File: config.mk
export PLATFORM = sky130hd
export DESIGN_NAME = systolic_feed_sched_flat
export DESIGN_NICKNAME = d
export VERILOG_FILES = /design/src/rtl/systolic_feed_sched_pkg.sv /design/src/rtl/systolic_feed_sched_if.sv /design/src/rtl/systolic_skew_window.sv /design/src/rtl/systolic_feed_sched.sv /design/src/flat_wrapper.sv
export SDC_FILE = /design/constraint.sdc
export NUM_CORES = 1
export LEC_CHECK = 0
export ABC_AREA = 1
export CAP_MARGIN = 10
export CORE_MARGIN = 10
export CORE_UTILIZATION = 57
export DETAILED_ROUTE_END_ITERATION = 7
export PLACE_DENSITY = 0.88
export REMOVE_ABC_BUFFERS = 1
export SKIP_LAST_GASP = 1
export SLEW_MARGIN = 10
export SYNTH_ARGS = -nofsm -noshare
export SYNTH_HDL_FRONTEND = slang
export SYNTH_HIERARCHICAL = 1
export SYNTH_SLANG_ARGS = --single-unit
File: constraint.sdc
create_clock -name clk -period 3.5 [get_ports clk]
set_clock_uncertainty 0.2 [all_clocks]
set_input_delay 1.05 -clock clk [delete_from_list [all_inputs] [get_ports clk]]
set_output_delay 1.05 -clock clk [all_outputs]
set_load 0.02 [all_outputs]
File: src/rtl/systolic_feed_sched_pkg.sv
// -----------------------------------------------------------------------------
// systolic_pkg
// Shared definitions for the systolic array read-side feed scheduler.
//   - FSM state encoding, shared by the top and anything that decodes state.
//   - row_active(): the skew window test. Row `row` reads at step `step` when
//     row <= step < row + len.
// -----------------------------------------------------------------------------
package systolic_pkg;

    localparam int unsigned STATE_W = 2;

    localparam logic [1:0] ST_IDLE  = 2'd0;
    localparam logic [1:0] ST_RUN   = 2'd1;
    localparam logic [1:0] ST_DRAIN = 2'd2;
    localparam logic [1:0] ST_DONE  = 2'd3;

    // Computed in 32 bits so row + len cannot wrap for any legal CNT_W/N.
    function automatic logic row_active(input int unsigned row,
                                        input int unsigned step,
                                        input int unsigned len);
        return (step >= row) && (step < (row + len));
    endfunction

endpackage

File: src/rtl/systolic_feed_sched_if.sv
// -----------------------------------------------------------------------------
// systolic_feed_sched_if
// Control/status bundle between a feed controller (master) and the
// scheduler (slave).
//   start, len              : schedule request (master -> slave)
//   fifo_empty, fifo_wen    : row FIFO status (master -> slave)
//   fifo_ren                : row FIFO read enables (slave -> master)
//   col_valid, array_en     : array-side qualifiers (slave -> master)
//   busy, done              : schedule status (slave -> master)
// -----------------------------------------------------------------------------
interface systolic_feed_sched_if #(
    parameter int N     = 3,
    parameter int CNT_W = 8
);
    logic             start;
    logic [CNT_W-1:0] len;
    logic [N-1:0]     fifo_empty;
    logic [N-1:0]     fifo_wen;
    logic [N-1:0]     fifo_ren;
    logic [N-1:0]     col_valid;
    logic             array_en;
    logic             busy;
    logic             done;

    modport master (
        output start, len, fifo_empty, fifo_wen,
        input  fifo_ren, col_valid, array_en, busy, done
    );

    modport slave (
        input  start, len, fifo_empty, fifo_wen,
        output fifo_ren, col_valid, array_en, busy, done
    );

endinterface

File: src/rtl/systolic_skew_window.sv
// -----------------------------------------------------------------------------
// systolic_skew_window
// Combinational skew window: bit i of active_o is high when row i is inside
// its read window at schedule step step_i for a schedule of len_i words.
//   step_i   : current schedule step (CNT_W+1 bits)
//   len_i    : latched words-per-row
//   active_o : per-row active vector
// -----------------------------------------------------------------------------
module systolic_skew_window
    import systolic_pkg::*;
#(
    parameter int N     = 3,
    parameter int CNT_W = 8
) (
    input  logic [CNT_W:0]   step_i,
    input  logic [CNT_W-1:0] len_i,
    output logic [N-1:0]     active_o
);

    for (genvar i = 0; i < N; i++) begin : g_row
        assign active_o[i] = row_active(32'(i), 32'(step_i), 32'(len_i));
    end

endmodule

File: src/rtl/systolic_feed_sched.sv
// -----------------------------------------------------------------------------
// systolic_feed_sched
// Read-side scheduler for the N row FIFOs feeding a systolic array. A start
// launches a skewed read schedule (row i starts i steps after row 0, each row
// reads len words). The whole schedule stalls in lockstep while any active
// row cannot be read, then a DRAIN_CYC-cycle drain window flushes the array
// and done pulses for one cycle.
//   clk, rst : clock, synchronous active-high reset
//   bus      : slave side of systolic_feed_sched_if (start/len, FIFO status,
//              fifo_ren, col_valid, array_en, busy, done)
// -----------------------------------------------------------------------------
module systolic_feed_sched
    import systolic_pkg::*;
#(
    parameter int N         = 3,
    parameter int CNT_W     = 8,
    parameter int DRAIN_CYC = 5
) (
    input  logic                 clk,
    input  logic                 rst,
    systolic_feed_sched_if.slave bus
);

    localparam int STEP_W  = CNT_W + 1;
    localparam int DRAIN_W = (DRAIN_CYC > 1) ? $clog2(DRAIN_CYC) : 1;
    localparam logic [DRAIN_W-1:0] DRAIN_LAST = DRAIN_W'(DRAIN_CYC - 1);

    logic [STATE_W-1:0] state_q, state_d;
    logic [STEP_W-1:0]  step_q, step_d;
    logic [CNT_W-1:0]   len_q, len_d;
    logic [DRAIN_W-1:0] drain_q, drain_d;
    logic [N-1:0]       col_valid_q;
    logic               array_en_q;
    logic               done_q;

    logic [N-1:0]       active_s;
    logic [N-1:0]       ready_s;
    logic [N-1:0]       ren_s;
    logic               step_ok_s;
    logic               run_s;
    logic               drain_s;
    logic [STEP_W-1:0]  last_step_s;

    systolic_skew_window #(
        .N     (N),
        .CNT_W (CNT_W)
    ) u_window (
        .step_i   (step_q),
        .len_i    (len_q),
        .active_o (active_s)
    );

    // Lockstep stall detection and read-enable generation.
    always_comb begin
        run_s   = (state_q == ST_RUN);
        drain_s = (state_q == ST_DRAIN);
        // A write landing in the same cycle makes the FIFO drop the read,
        // so such a row is treated as not ready.
        ready_s   = ~bus.fifo_empty & ~bus.fifo_wen;
        // Inactive rows never hold the schedule back.
        step_ok_s = &(ready_s | ~active_s);
        // Gated by rst so an abort issues no read in the reset cycle either.
        if (run_s && step_ok_s && !rst) begin
            ren_s = active_s;
        end else begin
            ren_s = {N{1'b0}};
        end
        // Last step index L+N-2; only used in RUN where L >= 1, so no underflow.
        last_step_s = {1'b0, len_q} + STEP_W'(N) - STEP_W'(2);
    end

    // Next-state logic for the FSM, step counter, drain counter and length.
    always_comb begin
        state_d = state_q;
        step_d  = step_q;
        len_d   = len_q;
        drain_d = drain_q;
        case (state_q)
            ST_IDLE: begin
                if (bus.start) begin
                    len_d  = bus.len;
                    step_d = {STEP_W{1'b0}};
                    if (bus.len == {CNT_W{1'b0}}) begin
                        state_d = ST_DONE;
                    end else begin
                        state_d = ST_RUN;
                    end
                end else begin
                    state_d = ST_IDLE;
                end
            end
            ST_RUN: begin
                if (step_ok_s) begin
                    step_d = step_q + STEP_W'(1);
                    if (step_q == last_step_s) begin
                        state_d = ST_DRAIN;
                        drain_d = {DRAIN_W{1'b0}};
                    end else begin
                        state_d = ST_RUN;
                    end
                end else begin
                    state_d = ST_RUN;
                end
            end
            ST_DRAIN: begin
                if (drain_q == DRAIN_LAST) begin
                    state_d = ST_DONE;
                end else begin
                    drain_d = drain_q + DRAIN_W'(1);
                end
            end
            ST_DONE: begin
                state_d = ST_IDLE;
            end
            default: begin
                state_d = ST_IDLE;
            end
        endcase
    end

    // State, counters and registered outputs.
    always_ff @(posedge clk) begin
        if (rst) begin
            state_q     <= ST_IDLE;
            step_q      <= {STEP_W{1'b0}};
            len_q       <= {CNT_W{1'b0}};
            drain_q     <= {DRAIN_W{1'b0}};
            col_valid_q <= {N{1'b0}};
            array_en_q  <= 1'b0;
            done_q      <= 1'b0;
        end else begin
            state_q     <= state_d;
            step_q      <= step_d;
            len_q       <= len_d;
            drain_q     <= drain_d;
            // FIFO q_out is registered, so valid data trails the read by one.
            col_valid_q <= ren_s;
            array_en_q  <= (run_s & step_ok_s) | drain_s;
            // Registered so the pulse coincides with the DONE state cycle.
            done_q      <= (state_d == ST_DONE);
        end
    end

    assign bus.fifo_ren  = ren_s;
    assign bus.col_valid = col_valid_q;
    assign bus.array_en  = array_en_q;
    assign bus.done      = done_q;
    assign bus.busy      = run_s | drain_s;

endmodule

File: src/flat_wrapper.sv
// flat-port wrapper written by rule: the top's interface ports become plain ports
module systolic_feed_sched_flat import systolic_pkg::*;
#(
    parameter int N         = 3,
    parameter int CNT_W     = 8,
    parameter int DRAIN_CYC = 5
)
  (clk, rst, bus_start, bus_len, bus_fifo_empty, bus_fifo_wen, bus_fifo_ren, bus_col_valid, bus_array_en, bus_busy, bus_done);
  systolic_feed_sched_if #(.N(N), .CNT_W(CNT_W)) bus_i ();
  input  logic clk;
  input  logic rst;
  input wire logic [$bits(bus_i.start)-1:0] bus_start;
  input wire logic [$bits(bus_i.len)-1:0] bus_len;
  input wire logic [$bits(bus_i.fifo_empty)-1:0] bus_fifo_empty;
  input wire logic [$bits(bus_i.fifo_wen)-1:0] bus_fifo_wen;
  output wire logic [$bits(bus_i.fifo_ren)-1:0] bus_fifo_ren;
  output wire logic [$bits(bus_i.col_valid)-1:0] bus_col_valid;
  output wire logic [$bits(bus_i.array_en)-1:0] bus_array_en;
  output wire logic [$bits(bus_i.busy)-1:0] bus_busy;
  output wire logic [$bits(bus_i.done)-1:0] bus_done;
  assign bus_i.start = bus_start;
  assign bus_i.len = bus_len;
  assign bus_i.fifo_empty = bus_fifo_empty;
  assign bus_i.fifo_wen = bus_fifo_wen;
  assign bus_fifo_ren = bus_i.fifo_ren;
  assign bus_col_valid = bus_i.col_valid;
  assign bus_array_en = bus_i.array_en;
  assign bus_busy = bus_i.busy;
  assign bus_done = bus_i.done;
  systolic_feed_sched #(.N(N), .CNT_W(CNT_W), .DRAIN_CYC(DRAIN_CYC)) u_core (.clk(clk), .rst(rst), .bus(bus_i));
endmodule
==> results of run 1 <==
-- sequential cells by signal, summed over array words and instances, names as in the netlist --
name                  count
u_core/drain_q            3
u_core/bus.done           1
u_core/bus.col_valid      3
u_core/step_q             9
u_core/state_q            2
u_core/bus.array_en       1
u_core/len_q              8
-- kinds of logic after synthesis --
kind of cell / after synthesis / share of synthesized area [%]
XOR/XNOR: 17 / 6.214
AND/OR/NAND/NOR: 176 / 32.74
buffers and inverters: 58 / 9.451
adder cells (fa/ha/maj): 33 / 17.23
flip-flops: 27 / 22.56
AO/OA/AOI/OAI: 50 / 11.80
-- final cells by class --
cell class                      instances  area, µm²
Timing Repair Buffer                   74      621.8
Clock buffer                            4      45.04
Fill cell                             252      764.5
Tap cell                               50      62.56
Inverter                               55      206.4
Multi-Input combinational cell        276       1772
Sequential cell                        27      556.8
-- per-stage QoR --
stage | setup WS [ps] | power [mW] | util, %
2_1_floorplan | -77.87 | 0.4937 | -
3_3_place_gp | -490.9 | 0.5963 | 73.45
3_5_place_dp | -646.4 | 0.6059 | 73.45
4_1_cts | -295.5 | 0.8149 | 76.80
5_1_grt | -685.1 | 0.8957 | 81.02
6_report | -606.9 | 0.8498 | 81.02
-- per-layer routing --
| metal | up-vias | GRT usage [%] |
|---|---|---|
| li1 | 1318 | - |
| met1 | 1262 | 21.34 |
| met2 | 175 | 34.73 |
| met3 | 43 | 4.302 |
| met4 | 0 | 7.784 |
| met5 | - | 0 |
-- report_power, final --
part / internal [mW] / switching (mW) / total (mW)
sequential: 0.320 / 0.0160 / 0.336
combinational: 0.146 / 0.179 / 0.325
clock: 0.0821 / 0.107 / 0.189
-- critical path, stage by stage, from the launching register on --
cell     delay (ps)
dfxtp_1         370
inv_1            90
nor3_1          350
nand2_1         150
ha_1            370
nand2_1          80
a21oi_2         120
nor2_1           60
nand2_1          80
nor2_1           60
o21ai_1          80
nand3_1         140
nor2_2          180
nand2_2         130
nor2_1          130
buf_4           160
-- cell usage after synthesis, types with 2 or more instances --
cell      number  area (µm²)
inv_1         50       187.7
ha_1          33       412.9
a21o_1         2       15.01
nand4_1        6       37.54
nand2_2        3       18.77
inv_2          5       18.77
nand2_1       82       307.8
nor3_1         7       35.03
o21ai_1        6       30.03
a211oi_1       3       22.52
nor2_1        43       161.4
xor2_1        12       105.1
dfxtp_1       27       540.5
a21oi_1       25       125.1
nand3_1       19       95.09
nor2_2         3       18.77
nor3_2         3       30.03
o21ai_0       11       55.05
nand3_2        3       30.03
buf_4          2       15.01
xnor2_1        5       43.79
and2_1         2       12.51
-- path summary, 6_finish.rpt --
kind	start	to	slack, ps	cells past startpoint
hold / removal	u_core/drain_q[1]	u_core/drain_q[1]	310	2
setup / recovery	u_core/len_q[7]	bus_fifo_ren[0]	-610	15
hold reg to reg	u_core/drain_q[1]	u_core/drain_q[1]	310	2
setup reg to reg	u_core/len_q[7]	u_core/step_q[7]	-470	24
-- placed cells by master (no fill, tap or decap), drive strengths merged --
cell type,count
a211oi,3
a21o,2
a21oi,25
and2,2
and3,1
buf,52
clkbuf,4
clkdlybuf4s50,22
dfxtp,27
ha,33
inv,55
nand2,85
nand3,22
nand4,6
nor2,47
nor3,10
nor3b,1
nor4,1
o21a,1
o21ai,18
o21bai,1
or3,1
xnor2,5
xor2,12
-- timing repair --
action | CTS | global route
hold buffers | 0 | 0
gates resized for setup | 33 | 31
buffers inserted | 6 | 7
pin swaps | 3 | 12
cloned | 0 | 0
endpoints found under the setup margin | 3 | 17
==> impl_metrics.toml, run 1 <==
[placed_design]
post-dp-hpwl_um = 5399
port_buffers = 25
place.gp.congestion = 0.9492
place_inst = 469
placed_area_mm2 = 0.002959

[power_and_ir_drop]
cellPowerDensity_mw_per_mm2 = 260.3
peakVddDrop_mv = 0.3065
p_leak_nw = 1.547

[worst_setup_path]
cp-end-kind = "output pin"
critPathArrivalTime_ps = 2860
crit_path_max_fanout = 6
crit_required_ps = 2250
worstSetupPathType = "flip-flop to output pin"
cp-start-kind = "flip-flop"

[die]
die_w_um = 84.84
initial_core_util_pct = 59.47
die-area_mm2 = 0.007197
placementRows = 23
num_io_pins = 26
die_h_um = 84.84
core_area_mm2 = 0.004029

[drt]
highest_layer = "met4"
detail_route.wl_per_cell_um = 16.20
dr_wl_met2_um = 3761
via_count = 2798
wl_met3_um = 665
viasPerCell = 5.757
drtIter0Drc = 300
drc = 0
detail-route-antenna-nets = 0
wl_um = 7873
wl_met1_um = 3118
drtPass1Iterations = 5

[sta]
tns_ps = -3791
finalHoldViolations = 0
tightestPinTransition_ps = 477.8
layout_setup_ws_ps = -606.9
max_freq_mhz = 243.5
setup_viol = 15
period_minus_slack_ps = 4107
post-route-period-util_pct = 117.3
holdWs_ps = 305.8
rsz0062_at_grt = "yes"
slew_viol_final = 0
relSlewSlack_pct = 68.14

[global_routing]
grt_overflow = 0
grt_pass1_wl_um = 11720
grt_pass1_vias = 2674
grt.total_usage_pct = 19.30
grt_max_degree = 17
grt_antenna_before_repair = 0

[hold_path]
hold_path_class = "flip-flop to flip-flop"

[final_layout]
area_growth_pct = 36.24
final_area_mm2 = 0.003264
diodes = 0
final_cell_count_no_fill = 486
drive_gt1_share_pct = 24.77
fin_nets = 487

[clocking]
cts-root-buf = "clkbuf_8"
htree_levels = 1
cts.path.max_buffers = 2
numClockSinks = 27
clk_latency_ps = 290
clkTransAtPathRegs_ps = 90
numCtsBuffers = 3
cts_tree = "done"

[outcome]
status = "finished, violations left"
violations = "negative setup slack"

[yosys]
yosys_warnings = 6
ys_ff_latch = 27
async_reset_ff_share_pct = 0
syn_inst = 361
synth.distinct_cells = 31
synth.avg_cell_area_um2 = 6.637
synth.yosys.seq_area_share_pct = 22.56
synth-edff-count = 0
syn_area_mm2 = 0.002396
yosys_most_used_dff = "dfxtp_1"

[job]
maxCapViolCount = 0
(Power assumes the default switching activity.)
==> run 2, diff against run 1 <==
Settings changed: CORE_MARGIN 10 to not set.
==> run 2 against run 1 <==
  * The flow still finishes with violations (negative setup slack)
  * Final cell count shrank 0.41%
  * Routed wire length shrank 12%
  * First-iteration DRC count fell by 57%
  * Final area decreased by 1.7%
  * Combinational power down 7.4%
  * Critical path type unchanged
  * Setup slack better by 180 ps
  * Critical path depth unchanged
==> impl_metrics.toml, run 2 (synthesis gave the netlist of run 1 again) <==
[sta]
layout_setup_ws_ps = -424.8
relSlewSlack_pct = 69.44
period_minus_slack_ps = 3925
finalHoldViolations = 0
post-route-period-util_pct = 112.1
max_freq_mhz = 254.8
rsz0062_at_grt = "yes"
setup_viol = 3
slew_viol_final = 0
tightestPinTransition_ps = 458.4
tns_ps = -1230

[global_routing]
grt_overflow = 0
grt_pass1_vias = 2336
grt.total_usage_pct = 31.33
grt_antenna_before_repair = 0
grt_pass1_wl_um = 10380
grt_max_degree = 17

[power_and_ir_drop]
power_mw = 0.8224
switchingPower_mw = 0.2850
netSwitchingFraction_pct = 34.66
internal_power_mw = 0.5374
cellPowerDensity_mw_per_mm2 = 256.4
seqPwrFrac_pct = 41.0
peakVddDrop_mv = 0.1635
p_clk_share_pct = 22.4
power_frac_comb_pct = 36.6
p_leak_nw = 1.526

[final_layout]
multi_input_area_mm2 = 0.001733
finish.utilization_pct = 79.63
area_growth_pct = 33.89
largest_register_ffs = 9
drive_gt1_share_pct = 22.35
diodes = 0
top_register = "u_core/step_q"
layout_commonest_cell = "nand2_1"
fin_nets = 485
final_cell_mix = "nand2_1, inv_1, buf_4, nor2_1, ha_1"
n_fill_cell = 274
reg_top3 = "u_core/step_q: 9 flops, u_core/len_q: 8 flops"
final_area_mm2 = 0.003208
seqCellArea_um2 = 558.0

[worst_setup_path]
crit_required_ps = 2250
worstReg2RegStart = "u_core/len_q[1]"
startpoint = "u_core/len_q[1]"
critPathArrivalTime_ps = 2670
crit_chain = "ha_4 > inv_1 > nor2_2 > nand2_1 > xor2_1 > ha_2 > nand4_1 > nor2_2 > nor2_2 > o21ai_1 > nand3_1 > nor2_2 > nand2_2 > nor2_1 > buf_4"
worstSetupPathType = "flip-flop to output pin"
cp_top_family = "simple AND/OR/NAND/NOR gates"
crit_path_max_fanout = 5
cp-end-kind = "output pin"
cp-start-kind = "flip-flop"
critPathMaxStageDelay_ps = 420
slowest_stage = "dfxtp_4"
crit_path_frequent_cell = "nor2_2"
path_buf_inv = 2
timing.rr.end = "u_core/step_q[7]"
rr_worst_depth = 18
reg2reg_slack_ps = 220

[clocking]
cts-root-buf = "clkbuf_8"
cts.path.max_buffers = 2
numClockSinks = 27
clk_latency_ps = 280
clkTransAtPathRegs_ps = 100
numCtsBuffers = 3
cts_tree = "done"
htree_levels = 1

[drt]
wl_um = 6906
via_count = 2645
viasPerCell = 5.465
detail-route-antenna-nets = 0
drtIter0Drc = 129
drtPass1Iterations = 4
detail_route.wl_per_cell_um = 14.27
drc = 0

[placed_design]
placed_area_mm2 = 0.002982
place.gp.congestion = 0.9434
pre_cts_ws_ps = -657.9
post-dp-hpwl_um = 5154
port_buffers = 25

[job]
maxCapViolCount = 0

[outcome]
violations = "negative setup slack"
status = "finished, violations left"

[die]
initial_core_util_pct = 59.47
die-area_mm2 = 0.004467
core_area_mm2 = 0.004029
num_io_pins = 26
placementRows = 23
die_h_um = 66.84
die_w_um = 66.84

[hold_path]
worstHoldEndpoint = "u_core/drain_q[0]"
hold_depth = 2
hold_path.startpoint = "u_core/drain_q[0]"
hold_path_class = "flip-flop to flip-flop"
-- run 2: routing by layer --
layer | GRT usage (%) | wire length [µm] | vias to the layer above | part of all wire (%)
met5 | 0 | 0 | - | 0
met2 | 54.04 | 3366 | 118 | 49
met1 | 37.56 | 2929 | 1194 | 42
met3 | 4.966 | 382 | 24 | 5.5
li1 | - | - | 1309 | -
met4 | 14.36 | 229 | 0 | 3.3
-- run 2: through the flow --
step	cells	hold WS, ps
6_report	484	298.0
5_1_grt	484	328.8
4_1_cts	480	301.8
3_5_place_dp	472	286.7
3_3_place_gp	472	275.3
2_1_floorplan	358	254.8
-- run 2: worst reg2reg max path, cell delays in order (launching register included) --
cell	delay (ps)
dfxtp_4	420
ha_4	150
inv_1	50
nor2_2	150
nand2_1	80
xor2_1	180
ha_2	320
nand4_1	90
nor2_2	140
nor2_2	50
o21ai_1	80
nand3_1	160
buf_4	170
nand2_1	80
o21ai_2	150
nor3_2	230
nand3_1	180
o21ai_0	220
a21oi_1	90
-- run 2: cell type report --
cell class                      instances  area share [%]
Clock buffer                            3           1.287
Timing Repair Buffer                   72           18.68
Multi-Input combinational cell        276           54.02
Sequential cell                        27           17.39
Inverter                               55           6.435
Clock inverter                          1          0.2340
Tap cell                               50           1.950
-- run 2: power groups by stage --
stage	sequential, mW	combinational (mW)	clock [mW]
after floorplan	0.348	0.146	0
after global placement	0.339	0.261	0
after detailed placement	0.341	0.268	0
after CTS	0.335	0.280	0.189
after global routing	0.339	0.329	0.207
final	0.337	0.301	0.184
-- run 2: how the worst max path moves through the flow --
stage                                 end  cells after the start  slack (ps)
after CTS                 bus_fifo_ren[1]                     15        -340
after floorplan           bus_fifo_ren[0]                     15         -80
after global routing      bus_fifo_ren[1]                     16        -560
after global placement    bus_fifo_ren[2]                     16        -540
after detailed placement  bus_fifo_ren[1]                     16        -660
final                     bus_fifo_ren[0]                     15        -420
-- run 2: timing repair --
| item | 4_1_cts | 5_1_grt |
|---|---|---|
| hold buffers | 0 | 0 |
| pin swaps | 13 | 21 |
| hold endpoints to repair | 0 | 0 |
| buffers inserted | 4 | 4 |
| gates resized for setup | 30 | 20 |
| setup endpoints to repair | 3 | 3 |
==> run 3, diff against run 2 <==
Settings changed: CORE_ASPECT_RATIO set to 1.75, SKIP_CTS_REPAIR_TIMING set to 1.
Clock period 3.5 ns to 4.4 ns, I/O delays scaled along.
==> run 3 against run 2 <==
  * The run now ends clean
  * Clock power is 22% lower
  * Largest power group unchanged
  * Critical endpoint is now bus_fifo_ren[2]
  * Register-to-register slack better by 1000 ps
  * Utilization is 7.0 points lower
  * Final area is 11% lower
  * Routed wire length is 8.7% lower
  * Critical path depth is 2 higher
  * First-iteration DRC count is 23% lower
  * Combinational power is 34% lower
==> impl_metrics.toml, run 3 (synthesis gave the netlist of run 1 again) <==
[final_layout]
n_fill_cell = 326
final_cell_count_no_fill = 452
area_growth_pct = 19.53
diodes = 0
top_register = "u_core/step_q"
final_cell_mix = "nand2_1, inv_1, nor2_1, ha_1, a21oi_1"
final_area_mm2 = 0.002864
layout_commonest_cell = "nand2_1"
largest_register_ffs = 9
multi_input_area_mm2 = 0.001639
drive_gt1_share_pct = 12.38
reg_top3 = "u_core/step_q: 9 flops, u_core/len_q: 8 flops"
finish.utilization_pct = 72.67
fin_nets = 455
seqCellArea_um2 = 544.3

[worst_setup_path]
crit_path_max_fanout = 5
cp-end-kind = "output pin"
crit_required_ps = 2880
critPathArrivalTime_ps = 2640
cp-start-kind = "flip-flop"
worstSetupPathType = "flip-flop to output pin"

[placed_design]
post-dp-hpwl_um = 5007
pre_cts_ws_ps = -99.18
placed_area_mm2 = 0.002814
port_buffers = 25
place.gp.congestion = 1.000
place_inst = 448

[die]
die-area_mm2 = 0.004477
num_io_pins = 26
initial_core_util_pct = 60.79
placementRows = 30
core_area_mm2 = 0.003941
die_h_um = 87.77
die_w_um = 51.01

[sta]
layout_setup_ws_ps = 240.8
max_freq_mhz = 240.4
setup_viol = 0
post-route-period-util_pct = 94.53
relSlewSlack_pct = 69.65
tightestPinTransition_ps = 455.2
slew_viol_final = 0
period_minus_slack_ps = 4159
finalHoldViolations = 0
rsz0062_at_grt = "yes"

[drt]
detail_route.wl_per_cell_um = 13.94
viasPerCell = 5.606
drtPass1Iterations = 5
drc = 0
wl_um = 6302
drtIter0Drc = 99
detail-route-antenna-nets = 0
via_count = 2534

[power_and_ir_drop]
peakVddDrop_mv = 0.3380
cellPowerDensity_mw_per_mm2 = 212.8
p_leak_nw = 1.329
power_mw = 0.6095

[hold_path]
hold_path_class = "flip-flop to flip-flop"

[job]
maxCapViolCount = 0

[global_routing]
grt_overflow = 0
grt_pass1_wl_um = 10570
grt_max_degree = 17
grt.total_usage_pct = 30.87
grt_antenna_before_repair = 0
grt_pass1_vias = 2515

[clocking]
cts_tree = "done"
numClockSinks = 27
numCtsBuffers = 3
cts.path.max_buffers = 2
htree_levels = 1
cts-root-buf = "clkbuf_8"
clkTransAtPathRegs_ps = 100
clk_latency_ps = 280

[outcome]
status = "completed"
[run 3: cell count changes in the layout (fill, tap and decap cells not counted), sizes merged]
cell    previous run  this run
buf               50        19
clkbuf             3         4
[run 3: metal layers]
layer / vias up / GRT usage, % / part of all wire [%]
li1: 1254 / - / -
met1: 1136 / 30.98 / 35
met2: 113 / 56.46 / 54
met3: 31 / 3.819 / 4.9
met4: 0 / 22.47 / 5.3
met5: - / 0 / 0
[run 3: per-stage QoR]
step | TNS [ps] | hold slack (ps)
6_report | 0 | 295.3
2_1_floorplan | 0 | 254.8
5_1_grt | -13.37 | 318.5
4_1_cts | -773.7 | 297.4
3_3_place_gp | -44.81 | 273.1
3_5_place_dp | -188.5 | 282.3
[run 3: worst max-delay path: stages, from the launching register on]
cell and delay (ps):
dfxtp_2 370, buf_4 150, inv_2 40, nor3_2 180, nand2_1 80, xor2_1 170, ha_1 300, nand2_1 50
a21oi_1 130, nor2_1 50, nand2_1 50, a21oi_1 50, o21ai_1 90, nand3_1 130, nor2_2 140, nand2_2 90
nor2_1 130, buf_4 170
[run 3: layout make-up]
cell class              instances  share of cell area, %
inverters                      55                  7.208
flip-flops and latches         27                  19.00
multi-input cells             276                  57.23
clock inverters                 1                 0.2621
well taps                      48                  2.097
clock buffers                   3                  1.442
repair buffers                 42                  12.76
[run 3: worst paths after layout]
check                           slack, ps               from                end  cells past startpoint
worst min-delay path                  300  u_core/drain_q[0]  u_core/drain_q[0]                      2
worst max-delay path                  240    u_core/len_q[2]    bus_fifo_ren[2]                     17
worst max register to register       1230    u_core/len_q[2]   u_core/step_q[7]                     20
worst min register to register        300  u_core/drain_q[0]  u_core/drain_q[0]                      2
[run 3: power breakdown]
group / internal [mW] / switching, mW / total, mW
Combinational: 0.0824 / 0.116 / 0.198
Sequential: 0.255 / 0.0129 / 0.268
Clock: 0.0643 / 0.0794 / 0.144
Total: 0.402 / 0.208 / 0.609
